`src/rtl/frame_writer_pkg.sv`:
```
// Shared types and constants for the BMP frame writer.
// Build option: define ROW_PAD_EN to pad rows to 4-byte boundaries.
package frame_writer_pkg;

  localparam int unsigned BYTES_PER_PIXEL = 3;
  localparam int unsigned PIXEL_SIZE      = 24;
  localparam int unsigned WORD_SIZE       = 8;

  typedef enum logic [2:0] {
    IDLE,
    B0,
    B1,
    B2,
    PAD,
    DONE
  } state_t;

  // Number of zero bytes that bring one row of 3-byte pixels up to a multiple of 4.
  function automatic logic [1:0] row_pad(input int unsigned w);
    return 2'((4 - ((BYTES_PER_PIXEL * w) % 4)) % 4);
  endfunction

endpackage

```
`src/rtl/bmp_frame_writer_if.sv`:
```
// Pixel stream in, byte-wide memory port out.
// The master side is the pixel source that also observes the memory port;
// the slave side is the frame writer.
interface bmp_frame_writer_if #(
  parameter int unsigned ADDR_W = 24
);
  import frame_writer_pkg::*;

  logic                  en;
  logic                  hsync;
  logic                  vsync;
  logic [PIXEL_SIZE-1:0] data;
  logic                  ready;
  logic                  mem_we;
  logic [ADDR_W-1:0]     mem_addr;
  logic [WORD_SIZE-1:0]  mem_wdata;

  modport master (
    output en, hsync, vsync, data,
    input  ready, mem_we, mem_addr, mem_wdata
  );

  modport slave (
    input  en, hsync, vsync, data,
    output ready, mem_we, mem_addr, mem_wdata
  );

endinterface

```
`src/rtl/frame_addr_gen.sv`:
```
// Column/row tracking and byte address generation for the frame writer.
// col/row/row_start describe where the next accepted pixel lands; last_col
// and last_row describe the pixel currently being written out.
module frame_addr_gen
  import frame_writer_pkg::*;
#(
  parameter int unsigned width     = 640,
  parameter int unsigned height    = 480,
  parameter int unsigned BASE_ADDR = 0,
  parameter int unsigned ADDR_W    = 24,
  parameter int unsigned STRIDE    = 1920
) (
  input  logic              clk,
  input  logic              reset,
  input  logic              next_byte,    // emit the following byte of the current pixel/pad
  input  logic              take_pixel,   // a pixel is accepted this cycle
  input  logic              start_frame,  // accepted pixel carries vsync
  input  logic              abandon_row,  // accepted pixel carries hsync mid-row
  input  logic              clear,        // frame finished: rewind to the frame base
  output logic              last_col,
  output logic              last_row,
  output logic              mid_row,
  output logic [ADDR_W-1:0] addr          // address of the byte emitted this cycle
);

  localparam logic [ADDR_W-1:0] BASE       = ADDR_W'(BASE_ADDR);
  localparam logic [ADDR_W-1:0] STRIDE_A   = ADDR_W'(STRIDE);
  localparam logic [11:0]       LAST_COL   = 12'(width - 1);
  localparam logic [31:0]       LAST_ROW   = 32'(height - 1);
  localparam logic              HAS_HEIGHT = (height != 0);

  logic [11:0]       col;
  logic [31:0]       row;
  logic [ADDR_W-1:0] row_start;
  logic [ADDR_W-1:0] next_addr;

  logic [11:0]       col_e;
  logic [31:0]       row_e;
  logic [ADDR_W-1:0] rs_e;
  logic [ADDR_W-1:0] addr_e;

  // Effective position of an accepted pixel after vsync/hsync overrides.
  always_comb begin
    // NOTE: every combinational output gets a default first so no path can infer a latch.
    col_e  = col;
    row_e  = row;
    rs_e   = row_start;
    addr_e = next_addr;
    if (start_frame) begin
      col_e  = '0;
      row_e  = '0;
      rs_e   = BASE;
      addr_e = BASE;
    end else if (abandon_row) begin
      col_e  = '0;
      row_e  = row + 32'd1;
      rs_e   = row_start + STRIDE_A;
      addr_e = row_start + STRIDE_A;
    end
  end

  assign addr    = take_pixel ? addr_e : next_addr;
  assign mid_row = (col != '0);

  // Advance the position counters per pixel and the address per emitted byte.
  always_ff @(posedge clk or posedge reset) begin
    if (reset) begin
      col       <= '0;
      row       <= '0;
      row_start <= BASE;
      next_addr <= BASE;
      last_col  <= 1'b0;
      last_row  <= 1'b0;
    end else if (clear) begin
      col       <= '0;
      row       <= '0;
      row_start <= BASE;
      next_addr <= BASE;
      last_col  <= 1'b0;
      last_row  <= 1'b0;
    end else begin
      if (take_pixel) begin
        last_col <= (col_e == LAST_COL);
        last_row <= HAS_HEIGHT && (row_e == LAST_ROW);
        if (col_e == LAST_COL) begin
          col       <= '0;
          row       <= row_e + 32'd1;
          row_start <= rs_e + STRIDE_A;
        end else begin
          col       <= col_e + 12'd1;
          row       <= row_e;
          row_start <= rs_e;
        end
      end
      if (take_pixel || next_byte) begin
        next_addr <= addr + 1'b1;
      end
    end
  end

endmodule

```
`src/rtl/bmp_frame_writer.sv`:
```
// Pixel-stream sink that unpacks 24-bit pixels into little-endian byte
// writes for a BMP-layout frame buffer.
// Build option: ROW_PAD_EN enables zero padding of each row to a 4-byte
// boundary; without it rows are packed back to back.
module bmp_frame_writer
  import frame_writer_pkg::*;
#(
  parameter int unsigned width     = 32'd640,
  parameter int unsigned height    = 32'd480,
  parameter int unsigned BASE_ADDR = 0,
  parameter int unsigned ADDR_W    = 24
) (
  input  logic                clk,
  input  logic                reset,
  bmp_frame_writer_if.slave   bus,
  output logic                frame_done,
  output logic                row_err
);

`ifdef ROW_PAD_EN
  localparam logic [1:0] PAD_BYTES = row_pad(width);
`else
  localparam logic [1:0] PAD_BYTES = 2'd0;
`endif
  localparam int unsigned       STRIDE = BYTES_PER_PIXEL * width + int'(PAD_BYTES);
  localparam logic [ADDR_W-1:0] BASE   = ADDR_W'(BASE_ADDR);

  state_t               state;
  state_t               state_nxt;
  logic [15:0]          pix_hi;
  logic [1:0]           pad_cnt;
  logic [1:0]           pad_cnt_nxt;
  logic                 we_nxt;
  logic [WORD_SIZE-1:0] wdata_nxt;
  logic                 done_nxt;
  logic                 adv;
  logic                 clear;

  logic                 accept;
  logic                 abandon;
  logic                 last_col;
  logic                 last_row;
  logic                 mid_row;
  logic [ADDR_W-1:0]    byte_addr;
  logic                 row_pad_cur;
  logic                 frame_end_cur;

  assign accept        = bus.en && bus.ready;
  assign abandon       = accept && bus.hsync && !bus.vsync && mid_row;
  assign row_pad_cur   = last_col && (PAD_BYTES != 2'd0);
  assign frame_end_cur = last_col && last_row;

  frame_addr_gen #(
    .width     (width),
    .height    (height),
    .BASE_ADDR (BASE_ADDR),
    .ADDR_W    (ADDR_W),
    .STRIDE    (STRIDE)
  ) u_addr_gen (
    .clk         (clk),
    .reset       (reset),
    .next_byte   (adv),
    .take_pixel  (accept),
    .start_frame (accept && bus.vsync),
    .abandon_row (abandon),
    .clear       (clear),
    .last_col    (last_col),
    .last_row    (last_row),
    .mid_row     (mid_row),
    .addr        (byte_addr)
  );

  // Ready: idle, or finishing byte 2 when no pad or frame end has to follow.
  always_comb begin
    bus.ready = 1'b0;
    case (state)
      IDLE:    bus.ready = 1'b1;
      B2:      bus.ready = !(row_pad_cur || frame_end_cur);
      default: bus.ready = 1'b0;
    endcase
    if (reset) bus.ready = 1'b0;
  end

  // Next state plus the values the registered memory port takes next cycle.
  always_comb begin
    state_nxt   = state;
    pad_cnt_nxt = pad_cnt;
    we_nxt      = 1'b0;
    wdata_nxt   = '0;
    done_nxt    = 1'b0;
    adv         = 1'b0;
    clear       = 1'b0;
    case (state)
      IDLE: begin
        if (accept) begin
          state_nxt = B0;
          we_nxt    = 1'b1;
          wdata_nxt = bus.data[7:0];
        end
      end
      B0: begin
        state_nxt = B1;
        we_nxt    = 1'b1;
        wdata_nxt = pix_hi[7:0];
        adv       = 1'b1;
      end
      B1: begin
        state_nxt = B2;
        we_nxt    = 1'b1;
        wdata_nxt = pix_hi[15:8];
        adv       = 1'b1;
      end
      B2: begin
        if (accept) begin
          state_nxt = B0;
          we_nxt    = 1'b1;
          wdata_nxt = bus.data[7:0];
        end else if (row_pad_cur) begin
          state_nxt   = PAD;
          we_nxt      = 1'b1;
          adv         = 1'b1;
          pad_cnt_nxt = 2'd1;
        end else if (frame_end_cur) begin
          state_nxt = DONE;
          done_nxt  = 1'b1;
        end else begin
          state_nxt = IDLE;
        end
      end
      PAD: begin
        if (pad_cnt == PAD_BYTES) begin
          if (frame_end_cur) begin
            state_nxt = DONE;
            done_nxt  = 1'b1;
          end else begin
            state_nxt = IDLE;
          end
        end else begin
          we_nxt      = 1'b1;
          adv         = 1'b1;
          pad_cnt_nxt = pad_cnt + 2'd1;
        end
      end
      DONE: begin
        clear     = 1'b1;
        state_nxt = IDLE;
      end
      default: state_nxt = IDLE;
    endcase
  end

  // State, latched pixel and registered outputs; reset drops any pending bytes.
  always_ff @(posedge clk or posedge reset) begin
    // NOTE: sequential state uses non-blocking assignments so all registers update together.
    if (reset) begin
      state         <= IDLE;
      pix_hi        <= '0;
      pad_cnt       <= '0;
      bus.mem_we    <= 1'b0;
      bus.mem_addr  <= BASE;
      bus.mem_wdata <= '0;
      frame_done    <= 1'b0;
      row_err       <= 1'b0;
    end else begin
      state         <= state_nxt;
      pad_cnt       <= pad_cnt_nxt;
      bus.mem_we    <= we_nxt;
      bus.mem_wdata <= wdata_nxt;
      frame_done    <= done_nxt;
      if (we_nxt) bus.mem_addr <= byte_addr;
      if (accept) pix_hi <= bus.data[23:8];
      if (accept && bus.vsync) row_err <= 1'b0;
      else if (abandon)        row_err <= 1'b1;
    end
  end

endmodule

```
`src/flat_wrapper.sv`:
```
// flat-port wrapper written by rule: the top's interface ports become plain ports
module bmp_frame_writer_flat import frame_writer_pkg::*;
#(
  parameter int unsigned width     = 32'd640,
  parameter int unsigned height    = 32'd480,
  parameter int unsigned BASE_ADDR = 0,
  parameter int unsigned ADDR_W    = 24
)
  (clk, reset, frame_done, row_err, bus_en, bus_hsync, bus_vsync, bus_data, bus_ready, bus_mem_we, bus_mem_addr, bus_mem_wdata);
  bmp_frame_writer_if #(.ADDR_W(ADDR_W)) bus_i ();
  input  logic clk;
  input  logic reset;
  output logic frame_done;
  output logic row_err;
  input wire logic [$bits(bus_i.en)-1:0] bus_en;
  input wire logic [$bits(bus_i.hsync)-1:0] bus_hsync;
  input wire logic [$bits(bus_i.vsync)-1:0] bus_vsync;
  input wire logic [$bits(bus_i.data)-1:0] bus_data;
  output wire logic [$bits(bus_i.ready)-1:0] bus_ready;
  output wire logic [$bits(bus_i.mem_we)-1:0] bus_mem_we;
  output wire logic [$bits(bus_i.mem_addr)-1:0] bus_mem_addr;
  output wire logic [$bits(bus_i.mem_wdata)-1:0] bus_mem_wdata;
  assign bus_i.en = bus_en;
  assign bus_i.hsync = bus_hsync;
  assign bus_i.vsync = bus_vsync;
  assign bus_i.data = bus_data;
  assign bus_ready = bus_i.ready;
  assign bus_mem_we = bus_i.mem_we;
  assign bus_mem_addr = bus_i.mem_addr;
  assign bus_mem_wdata = bus_i.mem_wdata;
  bmp_frame_writer #(.width(width), .height(height), .BASE_ADDR(BASE_ADDR), .ADDR_W(ADDR_W)) u_core (.clk(clk), .reset(reset), .bus(bus_i), .frame_done(frame_done), .row_err(row_err));
endmodule
```
`config.mk`:
```
export PLATFORM = sky130hd
export DESIGN_NAME = bmp_frame_writer_flat
export DESIGN_NICKNAME = d
export VERILOG_FILES = /design/src/rtl/frame_writer_pkg.sv /design/src/rtl/bmp_frame_writer_if.sv /design/src/rtl/frame_addr_gen.sv /design/src/rtl/bmp_frame_writer.sv /design/src/flat_wrapper.sv
export SDC_FILE = /design/constraint.sdc
export NUM_CORES = 1
export LEC_CHECK = 0
export ABC_AREA = 1
export BUFFER_PORTS_ARGS = -buffer_cell sky130_fd_sc_hd__clkbuf_2
export CORE_MARGIN = 2
export CORE_UTILIZATION = 60
export CTS_BUF_LIST = sky130_fd_sc_hd__clkbuf_2 sky130_fd_sc_hd__clkbuf_4 sky130_fd_sc_hd__clkbuf_8
export DETAILED_ROUTE_END_ITERATION = 8
export PLACE_DENSITY = 0.81
export SETUP_SLACK_MARGIN = 0.2
export SLEW_MARGIN = 25
export SYNTH_ARGS = -nofsm -noshare
export SYNTH_HDL_FRONTEND = slang
export SYNTH_SLANG_ARGS = --single-unit
```
`constraint.sdc`:
```
create_clock -name clk -period 10.1 [get_ports clk]
set_input_delay 0.505 -clock clk [delete_from_list [all_inputs] [get_ports clk]]
set_output_delay 0.505 -clock clk [all_outputs]
set_load 0.01 [all_outputs]
```
# Yosys cells after proc, flatten, opt, wreduce, memory -nomap -nowiden
# Cells that the tools add are included.
dict set report word_totals {
  out_inout_bits 36
  wordCells 94
  regBits 150
}
dict set report op_classes {
  add_sub_neg 7
  n_eq_ne 9
  reduce_logical 19
  muxes 44
  bitwise 1
}
# operator count
set ops {}
lappend ops {{$mux 24} 10}
lappend ops {{$mux 32} 5}
lappend ops {{$add 32x1->32 const B} 2}
lappend ops {{$mux 12} 5}
lappend ops {{$add 24x11->24 const B} 2}
lappend ops {{$eq 32x9->1 const B} 1}
lappend ops {{$add 24x1->24 const B} 1}
lappend ops {{$pmux 8 s3} 1}
lappend ops {{$pmux 3 s5} 1}
lappend ops {{$mux 1} 13}
lappend ops {{$add 12x1->12 const B} 1}
lappend ops {{$eq 12x10->1 const B} 1}
lappend ops {{$mux 3} 4}
lappend ops {{$reduce_bool 12->1} 1}
lappend ops {{$mux 8} 1}
lappend ops {{$eq 3x2->1 const B} 2}
lappend ops {{$eq 3x3->1 const B} 2}
lappend ops {{$logic_and 1x1->1} 6}
lappend ops {{$pmux 1 s2} 3}
lappend ops {{$reduce_bool 2->1} 3}
lappend ops {{$ne 2x1->1 const B} 2}
lappend ops {{$reduce_and 2->1} 2}
lappend ops {{$reduce_or 2->1} 2}
lappend ops {{$eq 3x1->1 const B} 1}
lappend ops {{7 further kinds} 8}

# Logic depth before layout (Yosys ltp)
# Gate-level depths: netlist (run 1).
dict set report depth {
  word_depth 14
  depth_mapped 22
  depth_no_buf 21
}

# By module
# From an unflattened synthesis (run 1), not the netlist that was laid out.
dict set report hier_totals {
  hier_cells 1499
  area_unflattened_um2 10055.9
}
# mod area_each_um2 cells_each n_inst seq_area_each_um2
set by_module_without_submodules {}
lappend by_module_without_submodules {frame_addr_gen 7628.6 1220 1 2177.1}
lappend by_module_without_submodules {bmp_frame_writer 2427.3 279 1 1401.3}

# Worst setup path before layout (run 1)
# OpenSTA, ideal clock, no wires.
dict set report synth_timing {
  kind {in2reg}
  start {in reset}
  end {reg u_core.u_addr_gen.col[5]}
  stages 13
  path_slack_ns 4.111
  path_buffers 1
  required_time_ns 10.005
  setup_time_ns 0.095
  arrival_time_ns 5.894
  path_cell_list {inv_1 > nand4_2 > nand2_1 > buf_4 > nor2_1 > ha_1 > nand4_1 > nor2_1 > nand3_1 > nor2_4 > nor2_2 > inv_2 > o31ai_1}
}
dict set report synth_via {
  elab_chain_cells 11
}
# element line_no
set synth_rtl {}
lappend synth_rtl {{from (decl)} flat_wrapper.sv:12} ;# input logic reset;
lappend synth_rtl {{$mux 1 (*)} bmp_frame_writer.sv:81} ;# if (reset) bus.ready = 1'b0;
lappend synth_rtl {{$logic_and 1x1->1 (*)} bmp_frame_writer.sv:48} ;# assign accept = bus.en && bus.ready;
lappend synth_rtl {{$logic_and 1x1->1 (3 in a row)} bmp_frame_writer.sv:49} ;# assign abandon = accept && bus.hsync && !bus.vsync && mid_row;
lappend synth_rtl {{$mux 12} frame_addr_gen.sv:54} ;# end else if (abandon_row) begin
lappend synth_rtl {{$mux 12} frame_addr_gen.sv:49} ;# if (start_frame) begin
lappend synth_rtl {{$add 12x1->12 / $eq 12x10->1 (equally long branches)} {frame_addr_gen.sv:90, frame_addr_gen.sv:85}}
lappend synth_rtl {{$mux 12} frame_addr_gen.sv:85} ;# if (col_e == LAST_COL) begin
lappend synth_rtl {{$mux 12} frame_addr_gen.sv:82} ;# if (take_pixel) begin
lappend synth_rtl {{$mux 12} frame_addr_gen.sv:74} ;# end else if (clear) begin
lappend synth_rtl {{to (signal assigned)} frame_addr_gen.sv:90} ;# col <= col_e + 12'd1;
lappend synth_rtl {{to (decl)} frame_addr_gen.sv:32} ;# logic [11:0] col;
# Mark *: on every way between the ends. The rest lies on a longest branch, timed or not. The select of a mux whose other input is x is not followed.
# A chain may end at the register's enable or synchronous reset.

# Final worst setup path (run 1)
dict set report layout_timing {
  start {reg u_core.state[1]}
  end {reg u_core.u_addr_gen.col[5]}
}
dict set report layout_via {
  elab_chain_cells 13
}
# element line_no
set layout_rtl {}
lappend layout_rtl {{from (decl)} bmp_frame_writer.sv:28} ;# state_t state;
lappend layout_rtl {{from (signal assigned)} bmp_frame_writer.sv:165} ;# state <= state_nxt;
lappend layout_rtl {{$eq 3x2->1 / $logic_not 3->1 (equally long branches)} bmp_frame_writer.sv:76} ;# case (state)
lappend layout_rtl {{$pmux 1 s2} bmp_frame_writer.sv:76}
lappend layout_rtl {{$mux 1} bmp_frame_writer.sv:81}
lappend layout_rtl {{$logic_and 1x1->1} bmp_frame_writer.sv:48}
lappend layout_rtl {{$logic_and 1x1->1 (3 in a row)} bmp_frame_writer.sv:49}
lappend layout_rtl {{$mux 12} frame_addr_gen.sv:54}
lappend layout_rtl {{$mux 12} frame_addr_gen.sv:49}
lappend layout_rtl {{$add 12x1->12 / $eq 12x10->1 (equally long branches)} {frame_addr_gen.sv:90, frame_addr_gen.sv:85}}
lappend layout_rtl {{$mux 12} frame_addr_gen.sv:85}
lappend layout_rtl {{$mux 12} frame_addr_gen.sv:82}
lappend layout_rtl {{$mux 12} frame_addr_gen.sv:74}
# Parallel ways exist; a longest one is shown, timed or not. The select of a mux whose other input is x is not followed.

==> results of run 1 <==
## kinds of logic (layout without fill, tap and decap cells)
family	Yosys count	in the layout	synth area share
XOR/XNOR	27	27	0.0230
flip-flops	143	143	0.347
AO/OA/AOI/OAI	156	156	0.0825
AND/OR/NAND/NOR	1098	1098	0.455
adder cells (fa/ha/maj)	7	7	0.00850
buffers and inverters	215	268	0.0842
## power groups by stage
stage,combinational (mW),clock (mW),sequential [mW]
finish,0.897,0.459,0.830
global route,1.02,0.487,0.850
global placement,0.864,0,0.833
floorplan,0.644,0,0.829
detailed placement,0.886,0,0.836
CTS,0.890,0.459,0.828
## Yosys cell counts (2+ instances only)
cell type  instances
nand3_4            2
o22ai_1           17
dfrtp_1          143
clkbuf_1          23
inv_2              5
o31ai_1            2
nor2_4             6
buf_4              7
nand2_4            3
nand4_1           30
buf_1              8
o211ai_1           3
nand2_2            4
nor2_8             2
nand2_1          638
nor3_1            20
ha_1               7
a21oi_1           16
buf_2              9
inv_1            159
a32o_1             2
buf_6              3
a22oi_1            2
o21ai_1           30
nand3b_1          12
and2_1             3
xor2_1            17
o21ai_0           78
nand3_1          161
xnor2_1           10
nor2_1           194
o32ai_1            2
nor2_2            17
or2_2              2
## cell type report
class | count | area, µm²
Fill cell | 1574 | 5600
Multi-Input combinational cell | 1288 | 5870
Clock inverter | 13 | 139
Clock buffer | 18 | 241
Inverter | 165 | 624
Tap cell | 220 | 275
Sequential cell | 143 | 3580
Timing Repair Buffer | 72 | 380
## through the flow
stage	utilization	cells	area [µm²]	hold WS, ps	total power [mW]
6_report	0.665	1919	11100	73.2	2.19
5_1_grt	0.665	1919	11100	86.9	2.36
3_5_place_dp	0.642	1888	10700	460	1.72
2_1_floorplan	-	1646	10300	442	1.47
4_1_cts	0.665	1919	11100	88.1	2.18
3_3_place_gp	0.642	1888	10700	456	1.70
## worst paths after layout
path | slack [ps] | from | endpoint | cells past startpoint
max | 5690 | u_core.state[1]$_DFFE_PP0P_ | u_core.u_addr_gen.col[5]$_DFFE_PP0P_ | 17
min | 70 | reset | u_core.u_addr_gen.col[4]$_DFFE_PP0P_ | 2
max reg2reg | 5690 | u_core.state[1]$_DFFE_PP0P_ | u_core.u_addr_gen.col[5]$_DFFE_PP0P_ | 17
min reg2reg | 480 | u_core.u_addr_gen.next_addr[10]$_DFFE_PP0P_ | u_core.u_addr_gen.next_addr[10]$_DFFE_PP0P_ | 1
max in group asynchronous | 8270 | reset | u_core.pix_hi[6]$_DFFE_PP0N_ | 4
min in group clk | 230 | bus_data[18] | u_core.pix_hi[10]$_DFFE_PP0N_ | 3
## registers in the layout, indices dropped and copies added, names as in the netlist
register / cells
u_core.pix_hi: 16
u_core.u_addr_gen.row: 32
u_core.bus.mem_addr: 24
u_core.pad_cnt: 2
u_core.state: 3
u_core.u_addr_gen.last_col: 1
u_core.frame_done: 1
u_core.bus.mem_wdata: 8
u_core.bus.mem_we: 1
u_core.row_err: 1
u_core.u_addr_gen.col: 12
u_core.u_addr_gen.last_row: 1
u_core.u_addr_gen.next_addr: 24
u_core.u_addr_gen.row_start: 17
## layer usage
layer | vias up | part of all wire | routed length, µm
li1 | 5335 | - | -
met5 | - | 0 | 0
met3 | 56 | 0.078 | 2280
met1 | 5021 | 0.44 | 12900
met2 | 446 | 0.46 | 13400
met4 | 0 | 0.026 | 748
## critical path, delay by kind of cell, from the launching register on
| family | cells | cell delay, ps |
|---|---|---|
| flip-flops | 1 | 420 |
| AO/OA/AOI/OAI | 1 | 220 |
| adder cells (fa/ha/maj) | 1 | 240 |
| buffers and inverters | 2 | 750 |
| AND/OR/NAND/NOR | 13 | 2640 |
==> flow_summary.json, run 1 <==
{
  "route.detailed.drc": 0,
  "ys_seq_area_frac": 0.347,
  "syn_to_final_growth_pct": 7.78,
  "status": "finished, final reports clean",
  "synth_top_area_cell": "dfrtp_1",
  "power_leakage_nw": 5.44,
  "setup_tns_ps": 0,
  "clk_latency_ps": 460,
  "use_met1": 0.466,
  "setup_violations": 0,
  "num_rows": 47,
  "cts_hold_buf": 0,
  "io_buffers": 64,
  "final_nets": 1723,
  "mostFrequentLayoutCells": "nand2_1, nor2_1, nand3_1, inv_1, dfrtp_1",
  "pwr-share-comb": 0.410,
  "synthDominantCellAreaShare": 0.347,
  "final_common_cell": "nand2_1",
  "worstPathArrival_ps": 4780,
  "clock_skew_ps": 17.0,
  "peakVddDrop_mv": 0.228,
  "tightestPinTransition_ps": 965,
  "met3_usage": 0.0480,
  "timing.slew.headroom": 0.357,
  "swShare": 0.442,
  "die-area_mm2": 0.0182,
  "rsz0062_at_grt": "no",
  "synthArstFlopShare": 1.00,
  "p_int_mw": 1.22,
  "cp_slowest_cell": "nand2_4",
  "path_class": "flip-flop to flip-flop",
  "cts_setup_buffers": 0,
  "layout-drive-gt1-share": 0.0877,
  "pwr-share-clk": 0.210,
  "initial_core_util": 0.617,
  "post-place-ws_ps": 5580,
  "grt_pass1_vias": 9963,
  "antenna_found_initial": 0,
  "cts_resized": 0,
  "die-height_um": 135,
  "coreArea_mm2": 0.0167,
  "synthesis.nets": 1682,
  "hpwl_mm": 21.1,
  "routed_wirelength_mm": 29.3,
  "grt_pass1_wl_mm": 48.7,
  "synth_area_mm2": 0.0103,
  "drv_cap": 0,
  "grt_usage": 0.333,
  "syn_area_per_cell_um2": 6.26,
  "critPathLaunchType": "flip-flop",
  "crit_chain": "nor2_1 -> nand2_2 -> nand2_4 -> nand2_4 -> nor2_8 -> buf_4 -> nand2_4 -> nand2_1 -> nor2_1 -> ha_1 -> nand4_1 -> nor2_1 -> nand3_1 -> nor2_4 -> nor2_2 -> inv_2 -> o31ai_1",
  "cts_buffers": 17,
  "cts_root_buffer": "clkbuf_8",
  "crit_fanout": 63,
  "grt_overflow": 0,
  "worst_slack_ps": 5690,
  "via_count": 10858,
  "clock_sinks": 143,
  "drtIter0Drc": 1171,
  "slew_viol_final": 0,
  "antennaDiodeCount": 0,
  "ys_types": 43,
  "synth.area.top_cells": "dfrtp_1, nand2_1, nand3_1, nor2_1, inv_1",
  "routabilityCongestion": 0.999,
  "final.period_utilization": 0.437,
  "p_per_area_mw_per_mm2": 197,
  "worstPathRequired_ps": 10470,
  "synth_edf_count": 0,
  "met2_usage": 0.534,
  "wl_per_cell_um": 15.3,
  "grt-busiest-layer": "met2",
  "postRouteAntennaNets": 0,
  "seqPwrFrac": 0.380,
  "cp_slowest_stage_delay_ps": 580,
  "synthFlopType": "dfrtp_1",
  "vias_per_cell": 5.66,
  "fp.dieW_um": 135,
  "p_sw_mw": 0.966,
  "ys_seq_elements": 143,
  "ys_warn_count": 0,
  "finalHoldViolCount": 0,
  "clk_pin_slew_ps": 80,
  "worst_setup_path_end_kind": "flip-flop",
  "cts_tree": "built",
  "fin_crit_ps": 4410,
  "hp-class": "input pin to asynchronous set/reset pin",
  "synth_cells": 1646,
  "ctsHtreeMaxLevel": 4,
  "firstDrtPassIters": 6,
  "grt_max_degree": 70,
  "cts_buffer_depth": 2,
  "io_pins": 65,
  "max_freq_ghz": 0.227
}
Power figures use the tool's default switching activity.
==> run 2: changes to the inputs <==
--- a/config.mk
+++ b/config.mk
@@ -5,7 +5,7 @@
 export SDC_FILE = /design/constraint.sdc
 export NUM_CORES = 1
 export LEC_CHECK = 0
-export ABC_AREA = 1
+export ABC_AREA = 0
 export BUFFER_PORTS_ARGS = -buffer_cell sky130_fd_sc_hd__clkbuf_2
 export CORE_MARGIN = 2
 export CORE_UTILIZATION = 60
==> constraint.sdc (replaced) <==
create_clock -name clk -period 4.45 [get_ports clk]
set_input_delay 0.2225 -clock clk [delete_from_list [all_inputs] [get_ports clk]]
set_output_delay 0.2225 -clock clk [all_outputs]
set_load 0.01 [all_outputs]
==> flow_summary.json, run 2 <==
{
  "synthDominantCellAreaShare": 0.362,
  "path_delay_family": "simple AND/OR/NAND/NOR gates",
  "crit_chain": "nor4_4 -> a31o_2 -> a211oi_1 -> nor2_1 -> ha_2 -> and3_4 -> and3_4 -> nand4_1 -> nand2b_4 -> or3_1 -> or4b_4 -> nor4_4 -> buf_6 -> mux2i_1 -> o311ai_1",
  "ys_top_cells_by_count": "nand2_1, dfrtp_1, o21ai_0",
  "route.detailed.drc": 0,
  "reg2regPathDepth": 15,
  "critPathLaunchType": "flip-flop",
  "cp_slowest_cell": "or4b_4",
  "initial_core_util": 0.617,
  "wl_per_cell_um": 18.9,
  "layout-drive-gt1-share": 0.142,
  "ys_seq_elements": 143,
  "violations": "hold timing",
  "post-place-ws_ps": 97.0,
  "fill_cells": 1283,
  "grt_usage": 0.330,
  "synth_cells": 1241,
  "drtIter0Drc": 1350,
  "ys_warn_count": 0,
  "dpl-instance-area_mm2": 0.0105,
  "final_common_cell": "nand2_1",
  "grt_overflow": 0,
  "seq_area_mm2": 0.00358,
  "synthArstFlopShare": 1.00,
  "synth_area_mm2": 0.00987,
  "path_class": "flip-flop to flip-flop",
  "synth_top_area_cell": "dfrtp_1",
  "vias_per_cell": 6.62,
  "cts_buffers": 17,
  "timing.slew.headroom": 0.339,
  "setup_violations": 0,
  "final.period_utilization": 0.934,
  "synthesis.nets": 1277,
  "slew_viol_final": 0,
  "clk_pin_slew_ps": 100,
  "tightestPinTransition_ps": 982,
  "coreArea_mm2": 0.0160,
  "ys_seq_area_frac": 0.362,
  "clock_skew_ps": 17.3,
  "fin_hold_ws_ps": -61.4,
  "antenna_found_initial": 1,
  "die-height_um": 132,
  "ys_types": 78,
  "ctsHtreeMaxLevel": 4,
  "antennaDiodeCount": 0,
  "cp_num_buf_inv": 1,
  "clk_latency_ps": 480,
  "syn_to_final_growth_pct": 13.9,
  "setup_tns_ps": 0,
  "worst_setup_path_end_kind": "flip-flop",
  "die-area_mm2": 0.0175,
  "worstPathArrival_ps": 4490,
  "finalInstanceArea_mm2": 0.0112,
  "hp-class": "input pin to asynchronous set/reset pin",
  "io_pins": 65,
  "top_register": "u_core.u_addr_gen.row",
  "postRouteAntennaNets": 0,
  "peakVddDrop_mv": 0.470,
  "routed_wirelength_mm": 29.1,
  "mostFrequentLayoutCells": "nand2_1, dfrtp_1, o21ai_0, nor2_1, clkbuf_2",
  "finalHoldViolCount": 108,
  "power_mw": 5.03,
  "io_buffers": 64,
  "synth_most_common_cell": "nand2_1",
  "synth_edf_count": 0,
  "grt_pass1_wl_mm": 47.0,
  "final_nets": 1342,
  "worst_slack_ps": 293,
  "reg.largest.list": "u_core.u_addr_gen.row: 32 flops, u_core.bus.mem_addr: 24 flops, u_core.u_addr_gen.next_addr: 24 flops",
  "grt_pass1_vias": 9340,
  "drv_cap": 0,
  "multi_input_area_mm2": 0.00596,
  "p_per_area_mw_per_mm2": 447,
  "worstPathRequired_ps": 4790,
  "cp_slowest_stage_delay_ps": 580,
  "fin_crit_ps": 4160,
  "grt_max_degree": 110,
  "status": "finished, violations left",
  "via_count": 10157,
  "hpwl_mm": 18.6,
  "synth.area.top_cells": "dfrtp_1, nand2_1, o21ai_0, xnor2_1, nor2_1",
  "largest_reg_flops": 32,
  "synthFlopType": "dfrtp_1",
  "num_rows": 46,
  "syn_area_per_cell_um2": 7.96,
  "cp.depth": 15,
  "firstDrtPassIters": 6,
  "max_freq_ghz": 0.241,
  "rsz0062_at_grt": "no",
  "crit_fanout": 6,
  "clock_sinks": 143,
  "cts_buffer_depth": 2,
  "fp.dieW_um": 132,
  "cts_tree": "built",
  "routabilityCongestion": 0.972,
  "power_leakage_nw": 4.56,
  "cts_root_buffer": "clkbuf_8"
}
-- run 2: cell types whose count changed after synthesis, moves of 18 or more --
cell / delta
nand2_1: -411
inv_1: -135
nand3_1: -106
nor2_1: -92
o21ai_0: +49
xnor2_1: +41
clkbuf_1: +33
o21ai_1: -28
and3_1: +21
nor4_1: +20
xor2_1: +18
-- run 2: final cells by class --
type | instances | share of cell area
Multi-Input combinational cell | 988 | 0.530
Clock buffer | 19 | 0.0227
Sequential cell | 143 | 0.318
Clock inverter | 13 | 0.0177
Timing Repair Buffer | 131 | 0.0784
Tap cell | 216 | 0.0240
Inverter | 25 | 0.00901
-- run 2: metal layers --
metal / part of all wire / vias up / GRT usage
li1: - / 4630 / -
met1: 0.42 / 4794 / 0.467
met2: 0.44 / 632 / 0.499
met3: 0.11 / 101 / 0.0746
met4: 0.031 / 0 / 0.119
met5: 0 / - / 0
-- run 2: final timing paths --
| path | start | to | slack (ps) |
|---|---|---|---|
| max | u_core.u_addr_gen.col[1]$_DFFE_PP0P_ | u_core.u_addr_gen.row[25]$_DFFE_PP0P_ | 290 |
| min | reset | u_core.u_addr_gen.row[30]$_DFFE_PP0P_ | -60 |
| max reg2reg | u_core.u_addr_gen.col[1]$_DFFE_PP0P_ | u_core.u_addr_gen.row[25]$_DFFE_PP0P_ | 290 |
| min reg2reg | u_core.bus.mem_addr[21]$_DFFE_PP0P_ | u_core.bus.mem_addr[21]$_DFFE_PP0P_ | 480 |
| max in group asynchronous | reset | u_core.u_addr_gen.last_col$_DFFE_PP0P_ | 3540 |
| min in group clk | bus_data[6] | u_core.bus.mem_wdata[6]$_DFF_PP0_ | 60 |
-- run 2: cells by family after synthesis --
| kind of cell | share of synthesized area |
|---|---|
| compound gates | 0.192 |
| xor+xnor | 0.0763 |
| fa+ha+maj | 0.00887 |
| buf+inv | 0.0445 |
| flops | 0.362 |
| mux | 0.0188 |
| simple gates | 0.297 |
-- run 2: stage by stage --
stage | instances | util
2_1_floorplan | 1241 | -
3_3_place_gp | 1477 | 0.654
6_report | 1535 | 0.703
5_1_grt | 1535 | 0.703
4_1_cts | 1534 | 0.698
3_5_place_dp | 1477 | 0.654
-- run 2: repair_timing --
item	CTS	global route
pin swaps	3	6
setup endpoints to repair	4	12
resized for setup	2	14
endpoints found under the hold margin	22	0
hold buffers	22	0
setup buffers	3	1
-- run 2: power by group --
| part | internal, mW | leakage [nW] | switching [mW] | total, mW |
|---|---|---|---|---|
| registers | 1.58 | 1.91 | 0.213 | 1.80 |
| clock network | 0.647 | 0.224 | 0.578 | 1.22 |
| logic | 0.657 | 2.42 | 1.35 | 2.00 |
| total | 2.89 | 4.56 | 2.14 | 5.03 |
